File: src/rtl/dot_pkg.sv
// Types and constants shared by the weight loader and the dot-product engine.
// The weight-array typedef is sized for the default matrix shape.
package dot_pkg;

  localparam int WORD_W   = 32;
  localparam int ROWS_DEF = 3;
  localparam int COLS_DEF = 4;

  typedef enum logic [1:0] {
    ST_LOAD   = 2'd0,
    ST_DRAIN  = 2'd1,
    ST_COMMIT = 2'd2
  } state_t;

  typedef logic [0:ROWS_DEF-1][0:COLS_DEF-1][WORD_W-1:0] weight_arr_t;

endpackage

File: src/rtl/weight_loader.sv
// Streams a row-major weight matrix into a shadow buffer, checks its length
// against TLAST, and swaps it into the active array when the engine is idle.
module weight_loader
  import dot_pkg::*;
#(
  parameter int ROWS = ROWS_DEF,
  parameter int COLS = COLS_DEF
) (
  input  logic                                    clk,
  input  logic                                    rst,
  input  logic [WORD_W-1:0]                       WEIGHT_AXIS_TDATA,
  input  logic                                    WEIGHT_AXIS_TLAST,
  input  logic                                    WEIGHT_AXIS_TVALID,
  output logic                                    WEIGHT_AXIS_TREADY,
  input  logic                                    swap_hold,
  output logic [0:ROWS-1][0:COLS-1][WORD_W-1:0]   weights,
  output logic                                    weights_valid,
  output logic                                    load_done,
  output logic                                    frame_err
);

  localparam int RW = (ROWS > 1) ? $clog2(ROWS) : 1;
  localparam int CW = (COLS > 1) ? $clog2(COLS) : 1;
  localparam logic [RW-1:0] ROW_LAST = RW'(ROWS - 1);
  localparam logic [CW-1:0] COL_LAST = CW'(COLS - 1);

  state_t                                  state;
  state_t                                  state_nxt;
  logic [RW-1:0]                           row;
  logic [RW-1:0]                           row_nxt;
  logic [CW-1:0]                           col;
  logic [CW-1:0]                           col_nxt;
  logic [0:ROWS-1][0:COLS-1][WORD_W-1:0]   shadow;
  logic                                    xfer;
  logic                                    last_slot;
  logic                                    store;
  logic                                    commit;
  logic                                    err_nxt;

  // Ready depends on state only, so the shadow cannot move during a held commit.
  always_comb begin
    WEIGHT_AXIS_TREADY = rst && (state != ST_COMMIT);
  end

  // Next-state, counter and strobe decode.
  always_comb begin
    xfer      = WEIGHT_AXIS_TVALID && WEIGHT_AXIS_TREADY;
    last_slot = (row == ROW_LAST) && (col == COL_LAST);
    state_nxt = state;
    row_nxt   = row;
    col_nxt   = col;
    store     = 1'b0;
    commit    = 1'b0;
    err_nxt   = 1'b0;
    case (state)
      ST_LOAD: begin
        if (xfer) begin
          store = 1'b1;
          if (last_slot) begin
            row_nxt = '0;
            col_nxt = '0;
            if (WEIGHT_AXIS_TLAST) begin
              state_nxt = ST_COMMIT;
            end else begin
              err_nxt   = 1'b1;
              state_nxt = ST_DRAIN;
            end
          end else if (WEIGHT_AXIS_TLAST) begin
            err_nxt = 1'b1;
            row_nxt = '0;
            col_nxt = '0;
          end else if (col == COL_LAST) begin
            col_nxt = '0;
            row_nxt = row + RW'(1);
          end else begin
            col_nxt = col + CW'(1);
          end
        end else begin
          state_nxt = ST_LOAD;
        end
      end
      ST_DRAIN: begin
        if (xfer && WEIGHT_AXIS_TLAST) begin
          state_nxt = ST_LOAD;
          row_nxt   = '0;
          col_nxt   = '0;
        end else begin
          state_nxt = ST_DRAIN;
        end
      end
      ST_COMMIT: begin
        if (!swap_hold) begin
          commit    = 1'b1;
          state_nxt = ST_LOAD;
          row_nxt   = '0;
          col_nxt   = '0;
        end else begin
          state_nxt = ST_COMMIT;
        end
      end
      default: begin
        state_nxt = ST_LOAD;
        row_nxt   = '0;
        col_nxt   = '0;
      end
    endcase
  end

  // State, counters, shadow/active arrays and registered status pulses.
  always_ff @(posedge clk) begin
    if (!rst) begin
      state         <= ST_LOAD;
      row           <= '0;
      col           <= '0;
      shadow        <= '0;
      weights       <= '0;
      weights_valid <= 1'b0;
      load_done     <= 1'b0;
      frame_err     <= 1'b0;
    end else begin
      state <= state_nxt;
      row   <= row_nxt;
      col   <= col_nxt;
      if (store) begin
        shadow[row][col] <= WEIGHT_AXIS_TDATA;
      end
      if (commit) begin
        weights       <= shadow;
        weights_valid <= 1'b1;
      end
      load_done <= commit;
      frame_err <= err_nxt;
    end
  end

endmodule

File: config.mk
export PLATFORM = sky130hd
export DESIGN_NAME = weight_loader
export DESIGN_NICKNAME = d
export VERILOG_FILES = /design/src/rtl/dot_pkg.sv /design/src/rtl/weight_loader.sv
export SDC_FILE = /design/constraint.sdc
export NUM_CORES = 2
export LEC_CHECK = 0
export ABC_CLOCK_PERIOD_IN_PS = 2600
export CORE_AREA = 5 5 234 236
export DETAILED_ROUTE_END_ITERATION = 10
export DIE_AREA = 0 0 239 241
export PLACE_DENSITY = 0.83
export RECOVER_POWER = 100
export SYNTH_ARGS = -nofsm -noshare
export SYNTH_HDL_FRONTEND = slang
export SYNTH_SLANG_ARGS = --single-unit
File: constraint.sdc
create_clock -name clk -period 2.6 [get_ports clk]
set_input_delay 0.52 -clock clk [delete_from_list [all_inputs] [get_ports clk]]
set_output_delay 0.52 -clock clk [all_outputs]
set_load 0.01 [all_outputs]
==> impl_metrics.tcl <==
set metrics [dict create \
    outcome "finished clean" \
    cp_num_buf_inv 1 \
    r2r_setup_slack_ns 0.29 \
    hold_viol_final 0 \
    antenna_left 0 \
    crit_family "flip-flops" \
    antenna_found_initial 2 \
    comb_power_share_pct 3.0 \
    internal_power_w 0.0188 \
    max_slew_margin_pct 21.7 \
    synthTopCellsByArea "dfxtp_1, nand2_1, a21oi_1, o21ai_0, buf_2" \
    syn-cell-area_mm2 0.0270 \
    drv_slew 0 \
    cts_sinks 777 \
    tns_ns 0 \
    path_cells "nand2b_1 -> and2_0 -> dlygate4sd2_1" \
    crit_type "reg -> out" \
    grt_pass1_vias 22100 \
    syn_area_per_cell_um2 7.87 \
    final_nets 3784 \
    synth_top_area_share_pct 57.6 \
    cp.required_ns 2.08 \
    setup_viol 0 \
    p_seq_share_pct 50.1 \
    cts_root_buf "clkbuf_16" \
    num_vias 24400 \
    grt_max_degree 107 \
    drc 0 \
    p_sw_share_pct 21.7 \
    arrival_ns 1.80 \
    vias_per_cell 5.43 \
    fin_worst_skew_ns 0.0247 \
    dieArea_mm2 0.0576 \
    cp-end-kind "primary output" \
    cts_setup_buffers 0 \
    grtUsageTotal_pct 28.8 \
    min_period_ns 2.32 \
    ys_warn_count 0 \
    synth_common_cells "nand2_1, dfxtp_1, a21oi_1" \
    drive_above_1_share_pct 5.90 \
    p_sw_w 0.00520 \
    powerDensity_mw_per_mm2 699 \
    row_count 84 \
    cp_max_fo 9 \
    path_clk_slew_ns 0.06 \
    die-height_um 241 \
    cts_buffers 77 \
    seq_area_frac_synth_pct 57.6 \
    place_congestion 0.788 \
    io-pin-count 425 \
    synthesis.nets 3476 \
    synthToLayoutAreaGrowth_pct 27.2 \
    cts_tree "yes" \
    drt_first_pass_iters 6 \
    ys_ff_latch 777 \
    clock_latency_ns 0.61 \
    synth_most_common_cell "nand2_1" \
    period_share_pct 89.1 \
    synthCells 3431 \
    numPortBuffers 424 \
    hpwl_um 53600 \
    synth_edf_count 0 \
    ys_types 32 \
    start_util_pct 51.7 \
    crit_slowest_cell "dfxtp_1" \
    clkPwrFrac_pct 46.9 \
    slowest_delay_ns 0.49 \
    overflow 0 \
    design.core.area_mm2 0.0522 \
    worst_slack_ns 0.284 \
    critPathLaunchType "flip-flop" \
    synthArstFlopShare_pct 0 \
    dp_slack_ns 0.129 \
    clockBufferDepth 3 \
    rsz0062_at_grt "no" \
    drt-total-wl_um 87700 \
    ir_worst_vdd_mv 0.509 \
    drt_iter0_drc 2662 \
    n_fill_cell 4169 \
    drv_cap 0 \
    avgRoutedWirePerCell_um 19.6 \
    hp-class "in -> reg" \
    num_antenna_cells 0 \
    p_leak_nw 13.3 \
    worst_slew_pin_slew_ns 1.17 \
    grt_first_pass_wirelength_um 130000 \
    htreeDepth 3 \
    synth.largest_area_cell "dfxtp_1" \
    fmax_mhz 432 \
    ys.flop_type "dfxtp_1" \
    die_x_um 239 \
]
[sequential cells by signal, summed over array words and instances, names as in the netlist]
register,flops
col,2
load_done,1
state,2
weights,384
frame_err,1
shadow,384
row,2
weights_valid,1
[power groups by stage]
stage                     Sequential (W)  Clock, W  Combinational (W)
final                             0.0120    0.0113           0.000725
after CTS                         0.0120    0.0114           0.000713
after floorplan                   0.0123         0           0.000326
after global routing              0.0120    0.0119           0.000744
after global placement            0.0123         0           0.000706
after detailed placement          0.0123         0           0.000713
[layer usage]
metal,share of wire [%],track usage (%),up-vias
met5,0.030,0,-
met4,4.5,12.6,4
met3,8.8,6.67,198
met2,47,47.0,1049
met1,39,36.9,11500
li1,-,-,11600
[path summary, 6_finish.rpt]
check	start	to	depth (start not counted)
max reg2reg	state[1]	weights[167]	5
max	state[1]	WEIGHT_AXIS_TREADY	3
min	rst	state[1]	5
min reg2reg	shadow[280]	weights[280]	2
[layout make-up]
class / instances / area [um2] / share of cell area [%]
repair buffers: 518 / 5270 / 15.4
multi-input cells: 2358 / 10000 / 29.2
clock buffers: 113 / 2310 / 6.72
well taps: 688 / 861 / 2.51
clock inverters: 24 / 265 / 0.773
inverters: 7 / 33.8 / 0.0984
flip-flops and latches: 777 / 15600 / 45.3
[worst min-delay path, delay by kind of cell]
family / cells / cell delay (ns)
compound gates: 1 / 0.11
buf+inv: 1 / 0.14
simple gates: 3 / 0.16
[placed cells by master, fill, tap and decap left out, types with 4 or more instances in the layout]
master	netlist	routed
and3_2	0	7
inv_1	6	6
buf_12	0	28
a21oi_1	456	456
nor2_1	4	4
o21ai_0	182	230
buf_4	1	49
and3_1	12	5
clkbuf_8	0	16
dfxtp_1	777	777
dlygate4sd3_1	0	387
o21ai_1	52	4
clkbuf_1	91	18
bufinv_16	0	5
nand2_1	1521	1521
ha_1	8	8
clkinv_2	0	13
clkdlybuf4s50_1	0	35
clkbuf_2	2	10
nand3_1	98	101
clkbuf_16	0	81
clkbuf_4	0	5
[cells by family (layout without fill, tap and decap cells)]
family	Yosys count	after routing	share of synthesized area, %
fa+ha+maj	8	8	0.371
compound gates	695	695	12.9
flops	777	777	57.6
buf+inv	296	662	5.16
simple gates	1653	1653	23.8
mux	2	2	0.0742
[timing repair]
action,in CTS,in global routing
hold endpoints to repair,0,0
endpoints found under the setup margin,1,0
hold buffers,0,0
resized for setup,1,0
[per-stage QoR]
stage / total power, W / cells / hold slack [ns] / utilization [%] / cell area [um2]
after detailed placement: 0.0130 / 4348 / 0.440 / 61.0 / 31900
after global placement: 0.0130 / 4348 / 0.436 / 61.0 / 31900
final: 0.0240 / 4485 / 0.372 / 65.7 / 34300
after floorplan: 0.0126 / 3431 / 0.429 / - / 27000
after global routing: 0.0247 / 4485 / 0.354 / 65.7 / 34300
after CTS: 0.0241 / 4485 / 0.318 / 66.0 / 34500
No activity file was read; power rests on OpenSTA's default activity.
